### config.mk
export PLATFORM = sky130hd
export DESIGN_NAME = fpga_robots_game_serial_tx
export DESIGN_NICKNAME = d
export VERILOG_FILES = /design/src/rtl/fpga_robots_game_serial_pkg.sv /design/src/rtl/fpga_robots_game_fifo8.sv /design/src/rtl/fpga_robots_game_serial_tx.sv
export SDC_FILE = /design/constraint.sdc
export NUM_CORES = 1
export LEC_CHECK = 0
export ABC_AREA = 1
export CORE_MARGIN = 2
export CORE_UTILIZATION = 25
export DETAILED_ROUTE_END_ITERATION = 16
export DONT_BUFFER_PORTS = 1
export GPL_ROUTABILITY_DRIVEN = 0
export PLACE_DENSITY = 0.45
export SETUP_SLACK_MARGIN = 0.02
export SYNTH_ARGS = -nofsm -noshare
export SYNTH_HDL_FRONTEND = slang
export SYNTH_HIERARCHICAL = 1
export SYNTH_SLANG_ARGS = --single-unit
### constraint.sdc
create_clock -name clk -period 2.95 [get_ports clk]
set_input_delay 0.59 -clock clk [delete_from_list [all_inputs] [get_ports clk]]
set_output_delay 0.59 -clock clk [all_outputs]
set_load 0.005 [all_outputs]
### src/rtl/fpga_robots_game_serial_pkg.sv
// Shared serial-link definitions: FSM state encodings and frame constants.
// Used by the transmitter and the future receiver.
package fpga_robots_game_serial_pkg;

  localparam int DATA_BITS = 8;

  typedef enum logic [1:0] {
    IDLE  = 2'd0,
    START = 2'd1,
    DATA  = 2'd2,
    STOP  = 2'd3
  } ser_state_t;

endpackage

### src/rtl/fpga_robots_game_fifo8.sv
// Synchronous byte FIFO, depth 2**LOG2, head byte readable combinationally.
// Full/empty come from the registered count, so a write when full is dropped.
module fpga_robots_game_fifo8 #(
  parameter int LOG2 = 4
) (
  input  logic          clk,
  input  logic          rst,
  input  logic          wr_en,
  input  logic [7:0]    wr_dat,
  input  logic          rd_en,
  output logic [7:0]    rd_dat,
  output logic [LOG2:0] cnt,
  output logic          full,
  output logic          empty
);

  localparam int DEPTH = 1 << LOG2;

  logic [7:0]      mem [DEPTH];
  logic [LOG2-1:0] wr_ptr;
  logic [LOG2-1:0] rd_ptr;
  logic            push;
  logic            pop;

  assign full   = (cnt == (LOG2+1)'(DEPTH));
  assign empty  = (cnt == '0);
  assign push   = wr_en && !full;
  assign pop    = rd_en && !empty;
  assign rd_dat = mem[rd_ptr];

  always_ff @(posedge clk) begin
    if (push) mem[wr_ptr] <= wr_dat;
  end

  always_ff @(posedge clk) begin
    if (rst) begin
      wr_ptr <= '0;
      rd_ptr <= '0;
      cnt    <= '0;
    end else begin
      if (push) wr_ptr <= wr_ptr + LOG2'(1);
      if (pop)  rd_ptr <= rd_ptr + LOG2'(1);
      case ({push, pop})
        2'b10:   cnt <= cnt + (LOG2+1)'(1);
        2'b01:   cnt <= cnt - (LOG2+1)'(1);
        default: cnt <= cnt;
      endcase
    end
  end

endmodule

### src/rtl/fpga_robots_game_serial_tx.sv
// UART transmitter for the host link: 8N1/8N2, LSB first, idle high.
// Bytes queue in a FIFO; every bit advances on a baud1 strobe.
import fpga_robots_game_serial_pkg::*;

module fpga_robots_game_serial_tx #(
  parameter int FIFO_LOG2 = 4,
  parameter int STOP_BITS = 1
) (
  input  logic               clk,
  input  logic               rst,
  input  logic               baud1,
  input  logic [7:0]         wr_dat,
  input  logic               wr_en,
  output logic               wr_rdy,
  output logic [FIFO_LOG2:0] fifo_cnt,
  output logic               busy,
  output logic               serial_tx
);

  ser_state_t state;
  ser_state_t state_nxt;
  logic [7:0] shift;
  logic [7:0] shift_nxt;
  logic [2:0] bit_cnt;
  logic [2:0] bit_cnt_nxt;
  logic [1:0] stop_cnt;
  logic [1:0] stop_cnt_nxt;
  logic       tx_nxt;
  logic       pop;
  logic [7:0] head;
  logic       full;
  logic       empty;

  fpga_robots_game_fifo8 #(
    .LOG2(FIFO_LOG2)
  ) u_fifo (
    .clk   (clk),
    .rst   (rst),
    .wr_en (wr_en),
    .wr_dat(wr_dat),
    .rd_en (pop),
    .rd_dat(head),
    .cnt   (fifo_cnt),
    .full  (full),
    .empty (empty)
  );

  assign wr_rdy = !full;
  assign busy   = (state != IDLE) || !empty;

  always_ff @(posedge clk) begin
    if (rst) begin
      state     <= IDLE;
      shift     <= '0;
      bit_cnt   <= '0;
      stop_cnt  <= '0;
      serial_tx <= 1'b1;
    end else begin
      state     <= state_nxt;
      shift     <= shift_nxt;
      bit_cnt   <= bit_cnt_nxt;
      stop_cnt  <= stop_cnt_nxt;
      serial_tx <= tx_nxt;
    end
  end

  always_comb begin
    state_nxt    = state;
    shift_nxt    = shift;
    bit_cnt_nxt  = bit_cnt;
    stop_cnt_nxt = stop_cnt;
    tx_nxt       = serial_tx;
    pop          = 1'b0;
    if (baud1) begin
      unique case (state)
        IDLE: begin
          tx_nxt = 1'b1;
          if (!empty) begin
            pop       = 1'b1;
            shift_nxt = head;
            tx_nxt    = 1'b0;
            state_nxt = START;
          end
        end
        START: begin
          tx_nxt      = shift[0];
          bit_cnt_nxt = '0;
          state_nxt   = DATA;
        end
        DATA: begin
          if (bit_cnt != 3'(DATA_BITS - 1)) begin
            shift_nxt   = {1'b0, shift[7:1]};
            tx_nxt      = shift[1];
            bit_cnt_nxt = bit_cnt + 3'd1;
          end else begin
            tx_nxt       = 1'b1;
            stop_cnt_nxt = 2'd1;
            state_nxt    = STOP;
          end
        end
        STOP: begin
          if (stop_cnt < 2'(STOP_BITS)) begin
            stop_cnt_nxt = stop_cnt + 2'd1;
          end else if (!empty) begin
            // next frame starts right after the stop bit
            pop       = 1'b1;
            shift_nxt = head;
            tx_nxt    = 1'b0;
            state_nxt = START;
          end else begin
            state_nxt = IDLE;
          end
        end
        default: state_nxt = IDLE;
      endcase
    end
  end

endmodule

==> results of run 1 <==
[routing by layer]
layer	vias up	GRT usage, %
li1	2258	-
met1	2142	14.7
met2	54	18.2
met3	13	2.04
met4	0	3.99
met5	-	0
[cell families after synthesis]
logic type / after synthesis / synth area share, %
simple gates: 191 / 12.7
flops: 161 / 62.5
compound gates: 128 / 10.7
buf+inv: 99 / 5.94
mux: 32 / 4.44
fa+ha+maj: 18 / 3.12
xor+xnor: 5 / 0.608
[power by group]
group / switching (mW) / internal (mW)
combinational: 1.34 / 0.864
clock: 0.933 / 1.17
sequential: 0.217 / 2.63
[through the flow]
step	util, %	cells	hold slack (ns)	setup WS (ns)	total power [mW]
CTS	29.2	1053	0.204	0.0914	7.23
global placement	27.2	1021	0.459	0.172	5.13
detailed placement	27.2	1021	0.471	0.122	5.11
global route	29.3	1053	0.210	0.0315	7.66
finish	29.3	1053	0.222	0.362	7.16
floorplan	-	634	0.446	0.401	4.51
[layout make-up]
type                    count  area, sq um  area share [%]
inverters                  72          275            3.30
repair buffers             30          238            2.85
well taps                 384          480            5.75
clock inverters            14          128            1.53
clock buffers              18          429            5.14
flip-flops and latches    161         4510            54.0
multi-input cells         374         2290            27.5
[placed cells by master (no fill, tap or decap), drive strengths merged]
| master | synthesis | final |
|---|---|---|
| nand4 | 3 | 3 |
| o21bai | 2 | 2 |
| a21oi | 42 | 42 |
| bufinv | 0 | 1 |
| o211ai | 33 | 33 |
| xnor2 | 1 | 1 |
| nor2 | 60 | 60 |
| nand3 | 22 | 22 |
| xor2 | 4 | 4 |
| a211oi | 3 | 3 |
| nor3 | 3 | 3 |
| edfxtp | 128 | 128 |
| clkbuf | 13 | 18 |
| nand3b | 8 | 8 |
| nor4 | 3 | 3 |
| ha | 18 | 18 |
| clkinv | 1 | 8 |
| o21ai | 46 | 46 |
| nor3b | 8 | 8 |
| o31ai | 2 | 2 |
| nand2 | 84 | 84 |
| dfxtp | 33 | 33 |
| inv | 71 | 77 |
| mux2i | 32 | 32 |
| buf | 14 | 30 |
[sequential cells by signal, indices dropped and copies added (netlist names), 2 cells and up, named ones only]
signal / cells
state: 2
bit_cnt: 3
shift: 8
u_fifo/rd_ptr: 4
u_fifo/cnt: 5
u_fifo/mem: 128
u_fifo/wr_ptr: 4
stop_cnt: 2
[synth_stat cells (5+ instances only)]
library cell  count  area share [%]
dfxtp_1          33             9.2
nand2_4           5            0.78
nand2_1          76             4.0
buf_6             5            0.78
o21ai_0          43             3.0
a21oi_1          40             2.8
nand3b_1          8            0.83
buf_2             5            0.35
ha_1             18             3.1
edfxtp_1        128              53
inv_1            66             3.4
nand3_1          18             1.2
nor2_1           54             2.8
o211ai_1         33             3.4
mux2i_1          32             4.4
nor3b_1           8            0.83
clkbuf_1         13            0.68
[worst max-delay path by stage]
| stage | cells past startpoint | endpoint | start | slack [ns] |
|---|---|---|---|---|
| 2_1_floorplan | 15 | u_fifo/cnt[4] | state[0] | 0.40 |
| 3_3_place_gp | 15 | u_fifo/cnt[4] | state[0] | 0.17 |
| 3_5_place_dp | 15 | u_fifo/cnt[4] | state[0] | 0.12 |
| 4_1_cts | 15 | u_fifo/cnt[4] | state[0] | 0.09 |
| 5_1_grt | 15 | u_fifo/cnt[4] | state[1] | 0.03 |
| 6_report | 15 | u_fifo/cnt[4] | state[0] | 0.36 |
==> impl_results.md, run 1 <==
* Status: completed
* Largest net degree at the start of global routing at 42
* Initial drt markers at between 300 and 400
* Die Ht at 174 um
* Routed WL at 15800 um
* Unrepaired setup endpoints after global routing: false
* DRC at 0
* Critical-path cell list: inv_2 -> ha_1 -> nor4_4 -> nand2_4 -> inv_6 -> ha_2 -> xor2_1 -> ha_1 -> inv_1 -> nand2_2 -> nand2_1 -> nand3_1 -> nand3_1 -> nand2_1 -> inv_1
* Die Wd at 174 um
* Syn_area_per_cell at about 11 sq um
* Hold path depth at 1
* Worst VDD drop at 0.000397 V
* Register area share after synthesis at 62.5%
* CTS Hold Bufs at 0
* R2r setup slk at 0.36 ns
* Critical R2R Capture: u_fifo/cnt[4]
* WL met2 at 7590 um
* First-pass GRT wire length at roughly 26000 um
* Filler instances at approximately 3000
* Initial Util at between 20% and 30%
* Vias in the first global route at 4393
* Metal1 wirelength at 7470 um
* PortBufs at 0
* Num CTS Buffers at 17
* CTS root buffer: clkbuf_16
* Post-cts resize count at 0
* Post-CTS setup buffer count at 0
* Mapped Cells at about 630
* Top FF cell, synth: edfxtp_1
* Final setup violating endpoints at 0
* Origin of the critical flop-to-flop path: state[0]
* Worst Setup End Kind: flop
* Max Cap Viol at 0
* Period minus WS final at 2.59 ns
* Worst Path Buf+Inv at 4
* Skew final at roughly 0.011 ns
* Worst slew margin at 44.7%
* Clk pin slew, worst setup/hold paths at 0.07 ns
* Syn Nets at about 660
* Design area at 8350 sq um
* Fin crit share at 87.7%
* CTS tree: built
* Antenna-violating nets left at 0
* Worst Path Required at 3.27 ns
* Top layer in use: met4
* Worst Min Path Start: rst
* Leakage at around 3.0 nW
* Largest fanout on the critical path at 7
* Htree depth at 4
* Post-synthesis cell type count at 40
* ANT cells at 0
* Path depth of the worst reg2reg path at 15
* Peak Freq at 0.386 GHz
* Crit path largest cell delay at between 0.4 and 0.5 ns
* Mapped cell area at 7210 sq um
* Hold crit path type: primary input to flop
* Synth-to-Final Area Change at 15.9%
* Final net count at between 600 and 700
* Worst path slowest cell: dfxtp_1
* Hold Vio Cnt, Final at 0
* Antenna violations before repair at 0
* Pwr dens at 857 nW/um^2
* CP Class: flop to flop
* Num ports at 20
* Max-slew violations at 0
* Post-synth EDFFs at 128
* Arrival time worst endpoint at 2.91 ns
* Synthesis warning total at 6
* WL met3 at 522 um
* Gr ovfl total at 0
* CP Launch Type: flop
* Post-DP Area at 7780 sq um
* WHS Endpoint: stop_cnt[1]
* Vias per inst at 4.24
* Ys async rst share at 0%
* Drt pass-1 iters at 4
* Routed vias at 4467
* Post-DP HPWL at 10400 um
* GRT Util Overall at 11.1%
* CP top delay family: simple AND/OR/NAND/NOR gates
* Core area at 28500 sq um
* Setup TNS at 0 ns
* Die area at between 30000 and 40000 sq um
* Share of cells above drive strength 1 at 13.5%
* Clock latency on the worst-skew pair at between 0.4 and 0.5 ns
* Clk sink count at 161
* Worst-case clock buffer depth at 2
* Average wire per standard cell at 15.0 um
* Worst-margin pin slew at about 0.83 ns
* Rows at 62
* #FFs+latches synth at 161
No activity file was read; power rests on OpenSTA's default activity.
==> run 2, diff against run 1 <==
--- a/config.mk
+++ b/config.mk
@@ -6,6 +6,7 @@
 export NUM_CORES = 1
 export LEC_CHECK = 0
 export ABC_AREA = 1
+export CAP_MARGIN = 20
 export CORE_MARGIN = 2
 export CORE_UTILIZATION = 25
 export DETAILED_ROUTE_END_ITERATION = 16
@@ -13,6 +14,7 @@
 export GPL_ROUTABILITY_DRIVEN = 0
 export PLACE_DENSITY = 0.45
 export SETUP_SLACK_MARGIN = 0.02
+export SKIP_LAST_GASP = 1
 export SYNTH_ARGS = -nofsm -noshare
 export SYNTH_HDL_FRONTEND = slang
 export SYNTH_HIERARCHICAL = 1
==> results of run 2 <==
The final DEF is identical to that of run 1; final timing and power are the same.
